==> src/rtl/apb_rf_pkg.sv <==
// Shared definitions for the APB register-file bridge.
//   state_e      : bridge FSM states
//   CNT_W        : width of the wait/latency down-counter
//   max_u()      : larger of two unsigned values (read completion delay)
//   CTRL..BAUDIV : indices of the UART registers behind the bridge
package apb_rf_pkg;

    typedef enum logic [1:0] {
        IDLE,
        SETUP,
        WAIT,
        DONE
    } state_e;

    localparam int unsigned CNT_W = 4;

    localparam int unsigned CTRL    = 0;
    localparam int unsigned STATUS  = 1;
    localparam int unsigned TX_DATA = 2;
    localparam int unsigned RX_DATA = 3;
    localparam int unsigned BAUDIV  = 4;

    function automatic int unsigned max_u(input int unsigned a, input int unsigned b);
        return (a > b) ? a : b;
    endfunction

endpackage

==> src/rtl/apb_rf_decode.sv <==
// Combinational APB address decoder.
//   paddr  : APB byte address
//   rf_idx : word index into the register file (paddr[RF_AW+1:2])
//   err    : misaligned address or word index beyond the implemented
//            registers (the full upper address is compared, so no aliasing)
module apb_rf_decode
    import apb_rf_pkg::*;
#(
    parameter int unsigned ADDR_W   = 32,
    parameter int unsigned NUM_REGS = 5,
    parameter int unsigned RF_AW    = 3
) (
    input  logic [ADDR_W-1:0] paddr,
    output logic [RF_AW-1:0]  rf_idx,
    output logic              err
);

    localparam logic [ADDR_W-3:0] LIMIT = (ADDR_W-2)'(NUM_REGS);

    always_comb begin
        rf_idx = paddr[RF_AW+1:2];
        err    = (paddr[1:0] != 2'b00) || (paddr[ADDR_W-1:2] >= LIMIT);
    end

endmodule

==> src/rtl/apb_rf_bridge.sv <==
// APB4 slave bridge in front of a NUM_REGS-word register file.
//   PCLK, PRESETn                 : clock, asynchronous active-low reset
//   PSEL/PENABLE/PWRITE/PADDR/
//   PWDATA/PSTRB                  : APB request
//   PRDATA/PREADY/PSLVERR         : APB response (registered, PREADY is a
//                                   one-cycle pulse in the last access cycle)
//   rf_wr_en/rf_rd_en             : one-cycle register-file strobes
//   rf_addr/rf_wdata/rf_wstrb     : register-file index, data, byte enables
//   rf_rdata                      : register-file read data, RD_LAT cycles
//                                   after the rf_rd_en cycle
module apb_rf_bridge
    import apb_rf_pkg::*;
#(
    parameter int unsigned DATA_W      = 32,
    parameter int unsigned ADDR_W      = 32,
    parameter int unsigned NUM_REGS    = 5,
    parameter int unsigned RF_AW       = 3,
    parameter int unsigned RD_LAT      = 1,
    parameter int unsigned WAIT_STATES = 0
) (
    input  logic                PCLK,
    input  logic                PRESETn,
    input  logic                PSEL,
    input  logic                PENABLE,
    input  logic                PWRITE,
    input  logic [ADDR_W-1:0]   PADDR,
    input  logic [DATA_W-1:0]   PWDATA,
    input  logic [DATA_W/8-1:0] PSTRB,
    output logic [DATA_W-1:0]   PRDATA,
    output logic                PREADY,
    output logic                PSLVERR,
    output logic                rf_wr_en,
    output logic                rf_rd_en,
    output logic [RF_AW-1:0]    rf_addr,
    output logic [DATA_W-1:0]   rf_wdata,
    output logic [DATA_W/8-1:0] rf_wstrb,
    input  logic [DATA_W-1:0]   rf_rdata
);

    localparam int unsigned STRB_W = DATA_W / 8;

    // Extra WAIT cycles: good reads must also cover the register-file latency.
    localparam logic [CNT_W-1:0] N_PLAIN = CNT_W'(WAIT_STATES);
    localparam logic [CNT_W-1:0] N_READ  = CNT_W'(max_u(WAIT_STATES, RD_LAT));

    logic [RF_AW-1:0] dec_idx;
    logic             dec_err;

    apb_rf_decode #(
        .ADDR_W  (ADDR_W),
        .NUM_REGS(NUM_REGS),
        .RF_AW   (RF_AW)
    ) u_decode (
        .paddr (PADDR),
        .rf_idx(dec_idx),
        .err   (dec_err)
    );

    state_e              state_q,    state_d;
    logic [CNT_W-1:0]    cnt_q,      cnt_d;
    logic                write_q,    write_d;
    logic                err_q,      err_d;
    logic [STRB_W-1:0]   strb_q,     strb_d;
    logic [RF_AW-1:0]    rf_addr_q,  rf_addr_d;
    logic [DATA_W-1:0]   rf_wdata_q, rf_wdata_d;
    logic [STRB_W-1:0]   rf_wstrb_q, rf_wstrb_d;
    logic                rf_wr_en_q, rf_wr_en_d;
    logic                rf_rd_en_q, rf_rd_en_d;
    logic [DATA_W-1:0]   prdata_q,   prdata_d;
    logic                pready_q,   pready_d;
    logic                pslverr_q,  pslverr_d;
    logic                capture;

    always_comb begin
        state_d    = state_q;
        cnt_d      = cnt_q;
        write_d    = write_q;
        err_d      = err_q;
        strb_d     = strb_q;
        rf_addr_d  = rf_addr_q;
        rf_wdata_d = rf_wdata_q;
        rf_wstrb_d = rf_wstrb_q;
        rf_wr_en_d = 1'b0;
        rf_rd_en_d = 1'b0;
        prdata_d   = prdata_q;
        pready_d   = 1'b0;
        pslverr_d  = 1'b0;

        // A setup phase seen in IDLE or SETUP (re)captures the request.
        capture = ((state_q == IDLE) || (state_q == SETUP)) && PSEL && !PENABLE;
        if (capture) begin
            rf_addr_d  = dec_idx;
            rf_wdata_d = PWDATA;
            strb_d     = PSTRB;
            write_d    = PWRITE;
            err_d      = dec_err;
        end

        case (state_q)
            IDLE: begin
                if (capture) begin
                    state_d = SETUP;
                end
            end
            SETUP: begin
                if (!PSEL) begin
                    state_d = IDLE;
                end else if (PENABLE) begin
                    if (!err_q) begin
                        if (write_q) begin
                            if (strb_q != '0) begin
                                rf_wr_en_d = 1'b1;
                                rf_wstrb_d = strb_q;
                            end
                        end else begin
                            rf_rd_en_d = 1'b1;
                            rf_wstrb_d = '0;
                        end
                    end
                    cnt_d   = (write_q || err_q) ? N_PLAIN : N_READ;
                    state_d = WAIT;
                end
            end
            WAIT: begin
                if (!PSEL) begin
                    state_d = IDLE;
                end else if (cnt_q != '0) begin
                    cnt_d = cnt_q - CNT_W'(1);
                end else begin
                    pready_d  = 1'b1;
                    pslverr_d = err_q;
                    if (!write_q) begin
                        prdata_d = err_q ? '0 : rf_rdata;
                    end
                    state_d = DONE;
                end
            end
            DONE: begin
                state_d = IDLE;
            end
            default: begin
                state_d = IDLE;
            end
        endcase
    end

    always_ff @(posedge PCLK or negedge PRESETn) begin
        if (!PRESETn) begin
            state_q    <= IDLE;
            cnt_q      <= '0;
            write_q    <= 1'b0;
            err_q      <= 1'b0;
            strb_q     <= '0;
            rf_addr_q  <= '0;
            rf_wdata_q <= '0;
            rf_wstrb_q <= '0;
            rf_wr_en_q <= 1'b0;
            rf_rd_en_q <= 1'b0;
            prdata_q   <= '0;
            pready_q   <= 1'b0;
            pslverr_q  <= 1'b0;
        end else begin
            state_q    <= state_d;
            cnt_q      <= cnt_d;
            write_q    <= write_d;
            err_q      <= err_d;
            strb_q     <= strb_d;
            rf_addr_q  <= rf_addr_d;
            rf_wdata_q <= rf_wdata_d;
            rf_wstrb_q <= rf_wstrb_d;
            rf_wr_en_q <= rf_wr_en_d;
            rf_rd_en_q <= rf_rd_en_d;
            prdata_q   <= prdata_d;
            pready_q   <= pready_d;
            pslverr_q  <= pslverr_d;
        end
    end

    assign PRDATA   = prdata_q;
    assign PREADY   = pready_q;
    assign PSLVERR  = pslverr_q;
    assign rf_wr_en = rf_wr_en_q;
    assign rf_rd_en = rf_rd_en_q;
    assign rf_addr  = rf_addr_q;
    assign rf_wdata = rf_wdata_q;
    assign rf_wstrb = rf_wstrb_q;

endmodule

==> config.mk <==
export PLATFORM = sky130hd
export DESIGN_NAME = apb_rf_bridge
export DESIGN_NICKNAME = d
export VERILOG_FILES = /design/src/rtl/apb_rf_pkg.sv /design/src/rtl/apb_rf_decode.sv /design/src/rtl/apb_rf_bridge.sv
export SDC_FILE = /design/constraint.sdc
export NUM_CORES = 1
export LEC_CHECK = 0
export BUFFER_PORTS_ARGS = -buffer_cell sky130_fd_sc_hd__buf_2
export CAP_MARGIN = 15
export CELL_PAD_IN_SITES_DETAIL_PLACEMENT = 1
export CELL_PAD_IN_SITES_GLOBAL_PLACEMENT = 2
export CORE_MARGIN = 8
export CORE_UTILIZATION = 29
export DETAILED_ROUTE_END_ITERATION = 10
export GPL_TIMING_DRIVEN = 0
export PLACE_DENSITY_LB_ADDON = 0.15
export SYNTH_ARGS = -nofsm -noshare
export SYNTH_HDL_FRONTEND = slang
export SYNTH_HIERARCHICAL = 1
export SYNTH_SLANG_ARGS = --single-unit
==> constraint.sdc <==
create_clock -name PCLK -period 2.8 [get_ports PCLK]
set_clock_uncertainty 0.15 [all_clocks]
set_input_delay 0.14 -clock PCLK [delete_from_list [all_inputs] [get_ports PCLK]]
set_output_delay 0.14 -clock PCLK [all_outputs]
set_load 0.02 [all_outputs]
==> run summary <==
The run finished with clean final reports. The tools report the startpoint type of the worst setup path as a register. The post-route standard cell area excluding fillers is 0.00573 mm2.

Launch point of the critical path: cnt_q[0]. For this design, the sink count on the clock tree is 87. The run gives 1426 as the layout filler cell count.

The detailed router finished its first iteration with 61 violations. The starting utilization of the core area is 0.296. The number of buffers and inverters on the critical path works out to 3. The total congestion overflow was 0; the via count of the first global-routing pass was 3546. The average via count per standard cell was 4.43; the post-route antenna net violation count was 0. The share of final-layout standard cells stronger than drive strength 1 is 0.528, and the signed area change from the synthesized netlist to the final layout is 54.8%. Among cell families on the critical path, the largest total delay comes from simple AND/OR/NAND/NOR gates. For this run, design rule violations remaining after detail routing come to 0. The tools report the data arrival time of the critical path as 2440 ps.

In this run the power density over the cells is 587 mW/mm2. Traced cell by cell, the critical path runs through inv_1, ha_1, or3b_1, buf_2, nor3_4, buf_6, mux2_2. For this run, the detailed router's first-pass iteration total came to 4. In this run the worst hold path is classified as primary input to register.

For the summed instance area of the synthesized netlist, the log shows 0.00370 mm2. The power consumption came out at 3.36 mW. During synthesis, Yosys emitted a total of 6 warnings. The tools report the routability congestion estimate from global placement as 0.718. In this run the clock root is driven by a sky130_fd_sc_hd__clkbuf_16. In this run, synthesis inferred 0 flip-flops with an integrated enable.

No sink is reached through more buffers than the 2 on the longest clock path. Origin of the critical flop-to-flop path: cnt_q[0]. The initial antenna violation count is 0, and the transition time at the pin with the least slew margin is 690 ps. The number of levels the H-tree was split into is 3, and the share of the synthesized area in the top cell type is 0.588. The run gives 0 as the number of endpoints with negative hold slack in the final report. For the finished layout, the period the worst path requires is 2370 ps. The run gives 0.0125 mm2 as the area inside the core boundary.

The final worst-path setup slack is 429 ps. In this design, the stage delay of the slowest critical-path cell is 380 ps. The run gives 621 as the number of nets in the layout.

The tool flagged a number of max-cap violations equal to 0. Last element of the critical path: PRDATA[15]. The number of cells on the worst reg-to-reg path is 7. For this design the top-level I/O count stands at 180.

The first global-routing pass estimated 18.5 mm of wire. The clock reaches the later pin of the worst-skew pair after 340 ps. The HPWL after detailed placement is 8.59 mm.

Setup repair after global routing left no endpoint under its margin. The maximum number of pins on one net before global-route repair was 52; the clock transition at the registers of the reported paths was 60 ps. In this run the worst path has a maximum fanout of 10.

Ratio of final minimum period to clock period: 0.847. The worst slack after detailed placement is 394 ps. TritonCTS built the clock tree. A synthesized cell averages 14.0 um2. The worst setup path is of the register to register kind. The portion of the post-synthesis area used by sequential elements is 0.588. Summing over every cut layer, the via total after detailed routing is 3062. The largest individual stage delay along the critical path comes from the cell sky130_fd_sc_hd__dfrtp_1.

Most used flip-flop cell after synthesis: sky130_fd_sc_hd__dfrtp_1. The worst endpoint required time is 2870 ps. The repair_antennas step left the layout with diodes totalling 0. The post-synth net total is 371, and the max-slew violation count is 0.

In the final routed layout, each cell accounts on average for 16.7 um. Counting every instance in the synthesized netlist gives 265. The logs give 0 for the number of setup violations in the final report and 0.0166 mm2 for the die footprint. For this design the static power due to leakage is 2.85 nW. Category of the worst setup path capture point: a register.

After floorplanning, the core was divided into 41 placement rows. The setup check on the worst reg-to-reg path leaves a slack of 430 ps. Timing would allow up to 422 MHz.

For the post-placement cell area, the log shows 0.00483 mm2. The largest total area in the synthesized netlist belongs to sky130_fd_sc_hd__dfrtp_1. The share of synthesized flip-flops with an asynchronous set or reset was 1.00. The global routing usage summed across all routing layers was 0.143.

In the final timing run, aggregate negative setup slack is 0 ps. Measured along the x axis, the die boundary spans 129 um. The tools report the total detailed-routing wirelength as 11.5 mm. Synthesis inferred 87 register bits. The run gives 0 as the total setup buffers inserted after CTS. Number of clock buffers inserted by TritonCTS: 9. The relative slew slack came out at 0.540. The tools report the capturing point of the worst reg2reg path as PRDATA[15].

In this run the number of cells on the critical path is 7. The die height was 129 um. The number of library cell types mapped by synthesis is 39. In this run the tool buffered the top-level ports with 178 buffer cells.

Across the VDD grid, the largest voltage drop is 0.303 mV. By area the synthesized netlist is led by sky130_fd_sc_hd__dfrtp_1 59%, sky130_fd_sc_hd__mux2_2 20%, sky130_fd_sc_hd__nor2b_1 6.3%.
-- power by group --
group	internal [mW]	leakage, nW	switching (mW)
sequential	1.39	1.12	0.0736
clock	0.734	0.145	0.478
combinational	0.334	1.59	0.354
-- flip-flops by register name, summed over array words and instances (netlist names) --
register	flops
PRDATA	32
rf_wdata	32
cnt_q	4
rf_wstrb	4
strb_q	4
rf_addr	3
state_q	2
PREADY	1
PSLVERR	1
err_q	1
rf_rd_en	1
rf_wr_en	1
write_q	1
-- per-layer routing --
metal	track usage	routed length (um)
met5	0	0
met4	0.0601	185
met3	0.0679	1300
met2	0.235	5430
met1	0.155	4620
-- per-stage QoR --
step                hold WS (ps)   util  instances
floorplan                   -306      -        265
finish                      11.9  0.458        691
CTS                        0.998  0.458        691
detailed placement          85.5  0.386        616
global placement             202  0.384        615
global route                17.1  0.458        691
-- synthesized netlist by cell type (all sizes together), types with 2 or more instances --
master  instances
and2            3
or4             3
nor4            5
nor3            3
buf            11
nor2            2
and3            2
o21ai           3
a32o            4
o22ai           2
inv             4
nor2b          37
mux2           72
nand2b          3
o21a            2
dfrtp          87
clkbuf          5
-- worst min path at each step --
| stage | start | end | depth (start not counted) |
|---|---|---|---|
| 3_5_place_dp | PRESETn | PRDATA[24] | 1 |
| 6_report | rf_rdata[2] | PRDATA[2] | 3 |
| 3_3_place_gp | PWRITE | write_q | 3 |
| 5_1_grt | rf_rdata[27] | PRDATA[27] | 3 |
| 2_1_floorplan | PRESETn | PRDATA[0] | 0 |
| 4_1_cts | rf_rdata[9] | PRDATA[9] | 3 |
-- timing repair --
item / CTS / global route
hold buffers: 60 / 0
hold endpoints to repair: 109 / 0
gates resized for setup: 0 / 0
-- cell families after synthesis --
group	count (synthesis)	synth area share
buffers and inverters	20	0.0311
AND/OR/NAND/NOR	66	0.118
AO/OA/AOI/OAI	19	0.0399
multiplexers	72	0.219
adder cells (fa/ha/maj)	1	0.00338
flip-flops	87	0.588
-- placed cells by master, fill, tap and decap left out, types with 2 or more instances in the layout --
master / Yosys / layout
sky130_fd_sc_hd__dfrtp_1: 87 / 87
sky130_fd_sc_hd__buf_6: 3 / 3
sky130_fd_sc_hd__mux2_1: 5 / 5
sky130_fd_sc_hd__clkbuf_1: 5 / 6
sky130_fd_sc_hd__buf_2: 5 / 182
sky130_fd_sc_hd__and2_1: 3 / 3
sky130_fd_sc_hd__inv_1: 4 / 4
sky130_fd_sc_hd__o21ai_0: 3 / 3
sky130_fd_sc_hd__clkbuf_16: 0 / 9
sky130_fd_sc_hd__a32o_1: 4 / 4
sky130_fd_sc_hd__nand2b_1: 3 / 3
sky130_fd_sc_hd__nor4_1: 4 / 4
sky130_fd_sc_hd__nor3_1: 2 / 2
sky130_fd_sc_hd__nor2b_1: 37 / 37
sky130_fd_sc_hd__o22ai_1: 2 / 2
sky130_fd_sc_hd__dlygate4sd3_1: 0 / 60
sky130_fd_sc_hd__o21a_1: 2 / 2
sky130_fd_sc_hd__or4_1: 3 / 3
sky130_fd_sc_hd__mux2_2: 67 / 67
sky130_fd_sc_hd__buf_4: 3 / 4
sky130_fd_sc_hd__and3_1: 2 / 2
sky130_fd_sc_hd__clkbuf_8: 0 / 2
sky130_fd_sc_hd__nor2_1: 2 / 2
-- tightest hold or removal path, cell delays in order --
cell and delay (ps):
sky130_fd_sc_hd__buf_2 70, sky130_fd_sc_hd__nor2b_1 110, sky130_fd_sc_hd__mux2_2 150
-- final cells by class --
cell class,count,area (um2),share of cell area
flip-flops and latches,87,2180,0.380
repair buffers,239,1510,0.264
multi-input cells,158,1410,0.246
clock buffers,12,256,0.0448
well taps,172,215,0.0376
plain buffers,16,100,0.0175
clock inverters,3,42.5,0.00743
inverters,4,15.0,0.00262
Power figures use the tool's default switching activity.
